`config.mk`:
```
export PLATFORM = sky130hd
export DESIGN_NAME = ser_stream_tx
export DESIGN_NICKNAME = d
export VERILOG_FILES = /design/src/rtl/ser_stream_tx.sv
export SDC_FILE = /design/constraint.sdc
export NUM_CORES = 1
export LEC_CHECK = 0
export CORE_ASPECT_RATIO = 1.4
export CORE_MARGIN = 4
export CORE_UTILIZATION = 30
export DETAILED_ROUTE_END_ITERATION = 8
export HOLD_SLACK_MARGIN = 0.05
export PLACE_DENSITY = 0.53
export RECOVER_POWER = 50
export REMOVE_ABC_BUFFERS = 1
export SLEW_MARGIN = 20
export SYNTH_ARGS = -nofsm -noshare
export SYNTH_HDL_FRONTEND = slang
export SYNTH_SLANG_ARGS = --single-unit
```
`constraint.sdc`:
```
create_clock -name clk_i -period 4.2 [get_ports clk_i]
set_clock_uncertainty 0.05 [all_clocks]
set_input_delay 0.84 -clock clk_i [delete_from_list [all_inputs] [get_ports clk_i]]
set_output_delay 0.84 -clock clk_i [all_outputs]
set_load 0.02 [all_outputs]
```
`src/rtl/ser_stream_tx.sv`:
```
// Parameterised parallel-to-serial transmitter with a one-word pending buffer for gapless streaming.
// Optional feature macro: SER_PARITY_EN appends an even-parity cycle after each word.
module ser_stream_tx #(
    parameter int DATA_W    = 16,
    parameter int MOD_W     = $clog2(DATA_W),
    parameter int MIN_LEN   = 3,
    parameter bit MSB_FIRST = 1'b1
) (
    input  logic              clk_i,
    input  logic              rst_i,
    input  logic [DATA_W-1:0] data_i,
    input  logic [MOD_W-1:0]  data_mod_i,
    input  logic              data_val_i,
    output logic              ser_data_o,
    output logic              ser_data_val_o,
    output logic              ser_par_o,
    output logic              busy_o
);

    localparam int CNT_W = $clog2(DATA_W + 1);
    localparam logic [CNT_W-1:0] FULL_LEN = CNT_W'(DATA_W);
    localparam logic [CNT_W-1:0] MIN_LEN_C = CNT_W'(MIN_LEN);

    localparam logic [1:0] ST_IDLE   = 2'd0;
    localparam logic [1:0] ST_SHIFT  = 2'd1;
`ifdef SER_PARITY_EN
    localparam logic [1:0] ST_PARITY = 2'd2;
`endif

    logic [1:0]        state, state_n;
    logic [DATA_W-1:0] sh_reg, sh_n;
    logic [CNT_W-1:0]  cnt, cnt_n;
    logic [DATA_W-1:0] pend_data, pd_n;
    logic [CNT_W-1:0]  pend_cnt, pc_n;
    logic              pend_full, pf_n;
    logic              sd_n, sv_n, sp_n, busy_n;
    logic              par_acc, par_n;

    logic [CNT_W-1:0]  len_eff;
    logic              take, finish, out_bit;

    assign len_eff = (data_mod_i == '0) ? FULL_LEN : CNT_W'(data_mod_i);
    // Short words are silently dropped at acceptance; they never touch state.
    assign take    = data_val_i && !busy_o && (len_eff >= MIN_LEN_C);
    assign out_bit = MSB_FIRST ? sh_reg[DATA_W-1] : sh_reg[0];

    always_comb begin
        state_n = state;
        sh_n    = sh_reg;
        cnt_n   = cnt;
        pd_n    = pend_data;
        pc_n    = pend_cnt;
        pf_n    = pend_full;
        par_n   = par_acc;
        sd_n    = 1'b0;
        sv_n    = 1'b0;
        sp_n    = 1'b0;
        finish  = 1'b0;

        case (state)
            ST_SHIFT: begin
                sd_n  = out_bit;
                sv_n  = 1'b1;
                par_n = par_acc ^ out_bit;
                sh_n  = MSB_FIRST ? (sh_reg << 1) : (sh_reg >> 1);
                if (cnt == '0) begin
`ifdef SER_PARITY_EN
                    state_n = ST_PARITY;
`else
                    finish  = 1'b1;
`endif
                end else begin
                    cnt_n = cnt - 1'b1;
                end
            end
`ifdef SER_PARITY_EN
            ST_PARITY: begin
                sd_n   = par_acc;
                sv_n   = 1'b1;
                sp_n   = 1'b1;
                finish = 1'b1;
            end
`endif
            default: ;
        endcase

        // Reload on the last cycle of a burst so the next word follows with no idle gap.
        if (finish) begin
            if (pend_full) begin
                state_n = ST_SHIFT;
                sh_n    = pend_data;
                cnt_n   = pend_cnt;
                par_n   = 1'b0;
                pf_n    = 1'b0;
            end else begin
                state_n = ST_IDLE;
            end
        end

        if (take) begin
            if (state_n == ST_IDLE) begin
                state_n = ST_SHIFT;
                sh_n    = data_i;
                cnt_n   = len_eff - 1'b1;
                par_n   = 1'b0;
            end else begin
                pd_n = data_i;
                pc_n = len_eff - 1'b1;
                pf_n = 1'b1;
            end
        end

        busy_n = (state_n != ST_IDLE) && pf_n;
    end

    always_ff @(posedge clk_i or negedge rst_i) begin
        if (!rst_i) begin
            state          <= ST_IDLE;
            sh_reg         <= '0;
            cnt            <= '0;
            pend_data      <= '0;
            pend_cnt       <= '0;
            pend_full      <= 1'b0;
            par_acc        <= 1'b0;
            ser_data_o     <= 1'b0;
            ser_data_val_o <= 1'b0;
            ser_par_o      <= 1'b0;
            busy_o         <= 1'b0;
        end else begin
            state          <= state_n;
            sh_reg         <= sh_n;
            cnt            <= cnt_n;
            pend_data      <= pd_n;
            pend_cnt       <= pc_n;
            pend_full      <= pf_n;
            par_acc        <= par_n;
            ser_data_o     <= sd_n;
            ser_data_val_o <= sv_n;
            ser_par_o      <= sp_n;
            busy_o         <= busy_n;
        end
    end

endmodule

```
**Word-level counts from Yosys, hierarchy flattened**

Cells that the tools add are included.

- Bits in registers: 48
- Output and inout bits: 4
- Word-level logic and storage cells: 46

- Add/subtract/negate cells: 2
- Magnitude comparators: 1
- Equality and inequality tests: 1
- Multiplexer cells: 23
- Bitwise logic cells: 1
- Reduce and logical (&&, ||, !) cells: 9

Operators with widths:

| operator | number |
|---|---|
| $mux W16 | 5 |
| $mux W5 | 7 |
| $sub A5 B1 Y5 const B | 2 |
| $mux W1 | 8 |
| $mux W2 | 3 |
| $ge A5 B2 Y1 const B | 1 |
| $logic_not A5 Y1 | 1 |
| $logic_not A4 Y1 | 1 |
| $logic_and A1 B1 Y1 | 3 |
| $eq A2 B1 Y1 const B | 1 |
| $logic_not A2 Y1 | 1 |
| $reduce_and A2 Y1 | 1 |
| $reduce_bool A2 Y1 | 1 |
| $logic_not A1 Y1 | 1 |
| $not A1 Y1 | 1 |

**Logic depth before layout (Yosys ltp)**

- Depth in word-level cells: 9
- Mapped depth: 8
- Mapped depth without buffers: 6

**Worst setup path after synthesis**

No wires, ideal clock.

- Path kind: in2reg
- From: in data_mod_i[0]
- To: reg pend_data[0]
- Setup time: 0.125 ns
- Data arrival time: 2.203 ns
- Data required time: 4.025 ns
- Slack: 1.822 ns
- Cell stages on the path: 7
- Path buffers: 1
- Cell sequence: inv_1 -> ha_1 -> a211oi_1 -> a211o_1 -> a21oi_2 -> buf_6 -> mux2_4

- Word-level cells in the longest chain between the ends: 5

Ends and longest elaborated chain:

| what | line | RTL |
|---|---|---|
| from (decl) | 12 | `input logic [MOD_W-1:0] data_mod_i,` |
| $logic_not A4 Y1 | 42 | `assign len_eff = (data_mod_i == '0) ? FULL_LEN : CNT_W'(data_mod_i);` |
| $mux W5 (*) | 42 |  |
| $ge A5 B2 Y1 (*) | 44 | `assign take = data_val_i && !busy_o && (len_eff >= MIN_LEN_C);` |
| $logic_and A1 B1 Y1 (*) | 44 |  |
| $reduce_and A2 Y1 (no source line) (*) | - |  |
| to (signal assigned) | 133 | `pend_data <= pd_n;` |
| to (decl) | 33 | `logic [DATA_W-1:0] pend_data, pd_n;` |

Every way passes the cells marked *; elsewhere a longest branch is shown, timed or not.
A chain may end at the register's enable or synchronous reset.

**Final worst setup path**

- From: in data_mod_i[0]
- To: reg pend_data[15]

Same word-level chain as after synthesis.

==> flow_summary.ini <==
[drt]
vias_per_cell = 4.85
first_pass_iters = 4
wl_per_cell_um = 15.9
drc = 0
met3_length_um = 183
dr_wl_met2_um = 2550
ant_nets = 0
via_count = 1649
drt_iter0_drc = 48
maxUsedRoutingLayer = met4
wirelength_um = 5390
wl_met1_um = 2570

[floorplanning]
start_util_pct = 30.6
die_h_um = 118
placementRows = 40
core_mm2 = 0.00856
dieArea_mm2 = 0.0103
die_x_um = 86.9
ios = 27

[synthesis]
async_reset_ff_share_pct = 100
synth_flop_cell = dfrtp_1
ys_ff_latch = 48
postSynthCellCount = 213
synth_warnings = 0
syn_area_mm2 = 0.00262
ys_seq_area_share_pct = 45.9
synth_cell_type_count = 41
synth-edff-count = 0
postSynthAreaPerCell_um2 = 12.3

[sta]
setup_ws_ns = 1.18
finalMaxSlewViolations = 32
clock.fmax_mhz = 331
setup-tns-final_ns = 0
layout_min_cycle_time_ns = 3.02
tightest_slew_ns = 1.71
slew_headroom_pct = -14.1
finalHoldViolations = 0
setup_violations = 0
rsz0062_at_grt = no
min_period_over_period_pct = 71.9
holdWs_ns = 0.423

[clocking]
numCtsBuffers = 5
cts_buffer_depth = 2
cts_resized = 0
cts_tree = built
clock-sinks = 48
cts-root-buf = clkbuf_16
holdBufCountCts = 0
clkTransAtPathRegs_ns = 0.06
post_cts_buffers = 0
clock_latency_ns = 0.28
htreeDepth = 2

[global_routing]
grt_pass1_wl_um = 9270
track_usage_pct = 11.4
grt_pass1_vias = 1778
grt_antenna_before_repair = 0
grt_max_degree = 35
overflow = 0

[outcome]
outcome = finished, violations left
violations = max-capacitance violations, max-slew violations

[pwr]
pwr-share-comb_pct = 40.4
power_mw = 2.11
internal_power_mw = 1.42
sw_frac_of_total_pct = 32.7
power.density_mw_per_mm2 = 685
pwr-share-seq_pct = 38.4
peakVddDrop_v = 0.000285
p_switching_uw = 690
p_leak_nw = 1.46
clkPwrFrac_pct = 21.2

[layout]
n_antenna_cell = 0
final_cell_area_mm2 = 0.00308
multi_input_area_mm2 = 0.00125
final_cells = 340
area_growth_pct = 17.7
seq_area_mm2 = 0.00120
drive_above_1_share_pct = 21.7
utilization_pct = 36.0
fill_cells = 834
fin_nets = 260

[placed_design]
gp_congestion = 0.668
placed_area_mm2 = 0.00292
dpl.hpwl_um = 3560
post-place-cells = 332
io_buffers = 25
pre_cts_ws_ns = 0.852

[hold_path]
hold_class = flip-flop to flip-flop
min-delay-start = state[1]$_DFF_PN0_

[critical_path]
critPathMaxFanout = 7
critPathArrivalTime_ns = 3.14
end_kind = flip-flop
path_buf_inv = 3
slowest_delay_ns = 0.47
path_class = input port to flip-flop
crit_path_start_kind = input port
cp_top_family = compound AO/OA/AOI/OAI gates
crit_chain = clkdlybuf4s50_1, inv_1, ha_1, a211oi_1, a211o_1, a21oi_2, buf_4, mux2_2
critPathLaunch = data_mod_i[0]
r2r_start = pend_full$_DFF_PN0_
cp_slowest_cell = clkdlybuf4s50_1
required_ns = 4.32

[flow_run]
maxCapViolCount = 1
path summary, 6_finish.rpt:
kind,slack [ns],cells past startpoint,end
min in group asynchronous,0.94,1,sh_reg[11]$_DFF_PN0_
min reg2reg,0.42,0,state[1]$_DFF_PN0_
max,1.18,8,pend_data[15]$_DFFE_PN0P_
min,0.42,0,state[1]$_DFF_PN0_
max in group asynchronous,1.49,2,pend_data[3]$_DFFE_PN0P_
max reg2reg,1.65,4,sh_reg[4]$_DFF_PN0_
power groups by stage:
stage	logic (mW)	registers (mW)	clock network, mW
after floorplan	0.660	0.789	0
after global placement	0.848	0.818	0
after detailed placement	0.864	0.816	0
after CTS	0.867	0.811	0.461
after global routing	0.939	0.840	0.481
final	0.853	0.810	0.446
final cells by class:
cell class,instances,area share (%)
Clock buffer,6,4.19
Multi-Input combinational cell,136,40.7
Inverter,13,1.59
Sequential cell,48,39.0
Tap cell,105,4.27
Timing Repair Buffer,30,9.03
Clock inverter,2,1.14
cells in the mapped netlist (3+ instances only):
master | count | area [um2]
o21ai_1 | 9 | 45.0
a21oi_1 | 6 | 30.0
clkbuf_1 | 5 | 18.8
nor2_1 | 3 | 11.3
inv_1 | 12 | 45.0
o21ai_0 | 9 | 45.0
nand2_1 | 5 | 18.8
mux2i_1 | 25 | 250
nand4_1 | 15 | 93.8
buf_6 | 6 | 67.6
ha_1 | 3 | 37.5
mux2_2 | 3 | 33.8
mux2_4 | 29 | 435
dfrtp_1 | 48 | 1200
cell usage in the layout, fill, tap and decap left out, types with 2 or more instances in the layout:
| cell type | Yosys | layout |
|---|---|---|
| a211oi_1 | 2 | 2 |
| a21oi_1 | 6 | 6 |
| a22oi_1 | 2 | 2 |
| buf_4 | 1 | 4 |
| clkbuf_1 | 5 | 3 |
| clkbuf_16 | 0 | 5 |
| clkdlybuf4s50_1 | 0 | 24 |
| dfrtp_1 | 48 | 48 |
| ha_1 | 3 | 3 |
| inv_1 | 12 | 12 |
| mux2_2 | 3 | 3 |
| mux2_4 | 29 | 29 |
| mux2i_1 | 25 | 25 |
| nand2_1 | 5 | 5 |
| nand2b_1 | 2 | 2 |
| nand4_1 | 15 | 15 |
| nor2_1 | 3 | 3 |
| nor3_1 | 2 | 2 |
| o21a_1 | 2 | 2 |
| o21ai_0 | 9 | 9 |
| o21ai_1 | 9 | 9 |
| o22ai_1 | 2 | 2 |
routing by layer:
layer,global-route usage [%],up-vias
li1,-,811
met1,15.1,811
met2,18.3,21
met3,2.58,6
met4,3.51,0
met5,0,-
cell families after synthesis:
kind of cell             after synthesis  synth area share (%)
other                                  1                 0.143
adder cells (fa/ha/maj)                3                  1.44
AO/OA/AOI/OAI                         40                  9.71
flip-flops                            48                  45.9
AND/OR/NAND/NOR                       34                  8.80
multiplexers                          57                  27.5
buffers and inverters                 29                  6.12
XOR/XNOR                               1                 0.335
Note: power is estimated with default switching activity, not from simulation.
==> variant 1: new RTL, same settings <==
Change the parameter `DATA_W` from 16 to 32.
--- a/src/rtl/ser_stream_tx.sv
+++ b/src/rtl/ser_stream_tx.sv
@@ -2,5 +2,5 @@
 // Optional feature macro: SER_PARITY_EN appends an even-parity cycle after each word.
 module ser_stream_tx #(
-    parameter int DATA_W    = 16,
+    parameter int DATA_W    = 32,
     parameter int MOD_W     = $clog2(DATA_W),
     parameter int MIN_LEN   = 3,
Interface: changed (resized data_i and data_mod_i); port bits go from 27 to 44. The function was not compared with the original's and may differ.
==> variant 1 against the unedited design <==
- the flow still finishes with violations (max-capacitance violations, max-slew violations)
- power grew 73%
- via count grew 89%
- highest routed layer unchanged
- sequential cell count grew 34
- final area grew 69%
- synthesized area grew 63%
- routed wire length grew 85%
- worst setup slack lost 150 ps
- global-route usage grew 1.4 points
- core utilization grew 1.2 points
==> variant 1: results (changes against the unedited design) <==
- First-pass GRT wire length: 16.6 mm (+79%)
- Leak pwr: 2.24 nW (+54%)
- Initial DRC Count: 128 (+170%)
- Diodes inserted: 0 (unchanged)
- Worst Reg-to-Reg Cells: 5 (+1)
- Port Buffer Count: 42 (+68%)
- Hold path depth: 1 (+1)
- HP Class: reg2reg
- H-tree depth: 3 (+1)
- Peak supply drop: 0.254 mV (-11%)
- Setup Buffers After CTS: 0 (unchanged)
- Initial antenna violation count: 0 (unchanged)
- Vias in the first global route: 3153 (+77%)
- Clk Latency, worst-skew pair: 330 ps (+50 ps)
- Worst hold path startpoint: sh_reg[31]$_DFF_PN0_
- Nets: 462 (+78%)
- Filler instances: 1360 (+63%)
- Status: finished with violations
- Max-slew violation count: 83 (+160%)
- WHS: 430 ps (+7.21 ps)
- Post-CTS Resized: 0 (unchanged)
- Critical path fanouts, max: 15 (+8)
- Worst stage delay on the critical path: 490 ps (+20 ps)
- DP Wirelength: 6.16 mm (+73%)
- Share of cells above drive strength 1: 22.2% (+0.47 points)
- Wirelength, routed: 10.0 mm (+85%)
- R2r endpoint: pend_data[31]$_DFFE_PN0P_
- Failing checks: max-capacitance violations, max-slew violations
- Crit path DAT: 3330 ps (+190 ps)
- Gr usage total: 12.9% (+1.4 points)
- Max-Cap Viols: 1 (unchanged)
- Placement Cell Area: 0.00485 mm² (+66%)
- Pin count of the biggest net entering global routing: 83 (+140%)
- Num CTS Buffers: 9 (+4)
- NetSw: 1.22 mW (+77%)
- R2R Setup Slk: 1630 ps (-20 ps)
- Vias/cell: 5.11 (+5.3%)
- Synth top area cells: dfrtp_1 48%, mux2_2 13%, a41oi_1 5.7%
- Slew margin rel.: -38.8% (-25 points)
- Synth top cells by count: 82 x dfrtp_1, 50 x mux2_2, 36 x nor2_1, 33 x o21ai_0, 32 x a21oi_1
- CP max stage cell: or3_2
- Yosys cell types: 46 (+12%)
- CP delay by family, top: simple AND/OR/NAND/NOR gates
- Hold Path Sink: ser_data_o$_DFF_PN0_
- Sequential area share after synthesis: 48.0% (+2.1 points)
variant 1: metal layers:
layer  track usage, %  part of all wire [%]  up-vias
met3             2.99                   4.1        5
li1                 -                     -     1487
met2             22.0                    50       45
met5                0                     0        -
met1             16.2                    45     1574
met4             3.35                  0.72        0
variant 1: area by class of cell:
| cell class | count | area [µm²] | area share, % |
|---|---|---|---|
| Inverter | 11 | 41.3 | 0.796 |
| Clock inverter | 5 | 103 | 1.98 |
| Sequential cell | 82 | 2050 | 39.6 |
| Tap cell | 185 | 231 | 4.46 |
| Clock buffer | 11 | 233 | 4.49 |
| Timing Repair Buffer | 54 | 518 | 9.99 |
| Multi-Input combinational cell | 261 | 2010 | 38.7 |
variant 1: worst register-to-register path: cells and delay by family (launching register included):
kind	cells	cell delay, ps
simple gates	1	270
compound gates	2	820
flops	1	660
buf+inv	1	310
mux	1	340
variant 1: power by group through the flow:
stage          registers, mW  logic [mW]  clock network, mW
2_1_floorplan           1.37       0.987                  0
3_3_place_gp            1.40        1.34                  0
3_5_place_dp            1.41        1.37                  0
4_1_cts                 1.40        1.37              0.910
5_1_grt                 1.45        1.52              0.947
6_report                1.41        1.37              0.884
variant 1: kinds of logic after synthesis:
kind of cell               Yosys count  share of synthesized area [%]
and+or+nand+nor                     65                           7.35
muxes                               75                           20.6
other                                1                         0.0877
adders and majority gates            3                          0.878
DFF                                 82                           48.0
xor gates and xnor gates             3                          0.615
AOI/OAI and AO/OA                  114                           17.1
buffers and inverters               51                           5.33
variant 1: how the worst max path moves through the flow:
stage | start | to | slack (ps)
CTS | data_mod_i[0] | sh_reg[1]$_DFF_PN0_ | 1020
floorplan | cnt[3]$_DFF_PN0_ | pend_cnt[0]$_DFFE_PN0P_ | -9
finish | data_mod_i[0] | sh_reg[2]$_DFF_PN0_ | 1030
detailed placement | data_mod_i[0] | sh_reg[1]$_DFF_PN0_ | 670
global placement | data_mod_i[0] | sh_reg[0]$_DFF_PN0_ | 730
global route | data_mod_i[0] | cnt[2]$_DFF_PN0_ | 870
variant 1: metrics by stage:
stage	utilization [%]	cells	setup WS (ps)
2_1_floorplan	-	354	-9.32
3_3_place_gp	34.7	593	727
3_5_place_dp	34.7	593	668
4_1_cts	37.1	609	1020
5_1_grt	37.1	609	867
6_report	37.1	609	1030
==> variant 2: new RTL, same settings <==
Made on the original files. Make the reset (`rst_i`) synchronous in one clocked block.
--- a/src/rtl/ser_stream_tx.sv
+++ b/src/rtl/ser_stream_tx.sv
@@ -114,5 +114,5 @@
     end
 
-    always_ff @(posedge clk_i or negedge rst_i) begin
+    always_ff @(posedge clk_i) begin
         if (!rst_i) begin
             state          <= ST_IDLE;
Formal check against the unedited RTL: differs if rst_i is asserted again (counterexample within 4 cycles, from zero or initial values and one cycle with rst_i low); with rst_i held inactive, the same outputs for 10 cycles.
==> variant 2 against the unedited design <==
- synthesized cell count is 44% higher
- sequential cell count stayed put
- synthesized area is 4.1% lower
- final cell count is 22% higher
- register-to-register slack better by 70 ps
- worst setup slack worse by 300 ps
- routed wire length is 31% higher
- final area is 4.6% lower
- critical path type unchanged
- count of clock-buffer cells in the layout is 2 higher
Power is not compared: it rests on default switching activity, and its combinational part moved more than twofold at a synthesized area within 25%.
==> variant 2: results (changes against the unedited design) <==
- R2R Setup Slk: 1720 ps (+70 ps)
- Post-synth ARST share: 0% (-100 points)
- Worst hold path startpoint: pend_data[6]$_SDFFE_PN0P_
- #MultiIn Comb: 216 (+59%)
- Worst Setup EP: cnt[2]$_SDFF_PN0_
- Met3 Use GR: 1.76% (-0.82 points)
- Max Used Layer: met4
- Hold path depth: 2 (+2)
- Wirelength, routed: 7.04 mm (+31%)
- Post-place setup slack: 1210 ps (+357 ps)
- Sequential area share after synthesis: 38.3% (-7.6 points)
- Worst stage delay on the critical path: 840 ps (+370 ps)
- Synth top cells by count: 48 x dfxtp_1, 39 x o21ai_0, 24 x a21oi_1, 23 x nor2_1, 18 x nand3_1
- CTS root buf: clkbuf_16
- Status: finished clean
- Clock-cell share of area: 4.99% (-0.34 points)
- # clk buffers: 8 (+2)
- R2R Path Start: cnt[0]$_SDFF_PN0_
- Main flop type after synthesis: dfxtp_1
- Crit path DAT: 3450 ps (+310 ps)
- R2r endpoint: sh_reg[12]$_SDFF_PN0_
- Buffers, non-clock: 33 (+10%)
- Critical path fanouts, max: 27 (+20)
- Gpl congestion: 0.746 (+12%)
- Yosys cell types: 46 (+12%)
- Hold Path Sink: pend_data[6]$_SDFFE_PN0P_
- CP delay by family, top: buffers and inverters
- Post-synthesis compound-gate area fraction: 34.8% (+25 points)
- Met2 Resource Use GR: 26.3% (+8.0 points)
- Signal inverters: 9 (-4)
- Adder-Cell Fraction of Synth Area: 1.90% (+0.46 points)
- Metal2 WL: 3.73 mm (+46%)
- Worst Reg-to-Reg Cells: 7 (+3)
- Metal-1 WL: 2.99 mm (+16%)
- Filler instances: 854 (+2.4%)
- First-pass GRT wire length: 11.6 mm (+25%)
- DP Wirelength: 4.20 mm (+18%)
- Initial DRC Count: 155 (+220%)
- Synth top area cells: dfxtp_1 38%, o21ai_0 7.8%, a221oi_1 5.6%
- Gr usage total: 14.3% (+2.9 points)
- Nets: 339 (+30%)
- Pin count of the biggest net entering global routing: 38 (+8.6%)
- CP max stage cell: clkbuf_1
- Vias: 2338 (+42%)
- Share of cells above drive strength 1: 6.05% (-16 points)
- Post-synthesis mux area share: 0.399% (-27 points)
- GR Util met1: 17.6% (+2.5 points)
- Xor-xnor portion of the synthesized cell area: 0.349% (+0.014 points)
- Clock period minus worst slack: 3320 ps (+295 ps)
- Signal buf overhead: 10.2% (+1.2 points)
- Met3 Routed Length: 263 µm (+44%)
- Vias in the first global route: 2346 (+32%)
- Worst slew pin tran: 1140 ps (-573 ps)
- Sequential share of cell area: 32.7% (-6.3 points)
- Footprint of the multi-input gates: 0.00137 mm² (+9.1%)
-- variant 2: changes by cell type after synthesis, sizes merged, moves of 13 or more --
cell    unedited run  this run
nand3              0        18
a31oi              0        15
nand4             15         2
dfxtp              0        48
o21a               2        15
dfrtp             48         0
and3               0        17
o21ai             19        40
mux2              32         0
a221oi             0        16
a21oi              7        24
nor2               3        23
mux2i             25         1
-- variant 2: power groups by stage --
stage / combinational (mW) / clock [mW] / sequential [mW]
2_1_floorplan: 0.226 / 0 / 0.530
3_3_place_gp: 0.356 / 0 / 0.533
3_5_place_dp: 0.359 / 0 / 0.534
4_1_cts: 0.360 / 0.411 / 0.524
5_1_grt: 0.395 / 0.427 / 0.528
6_report: 0.356 / 0.401 / 0.524
-- variant 2: per-stage QoR --
step	instance area, µm²	hold slack (ps)	cells
detailed placement	2800	417	408
global route	2940	451	416
global placement	2800	410	408
floorplan	2340	402	273
finish	2940	426	416
CTS	2950	426	416
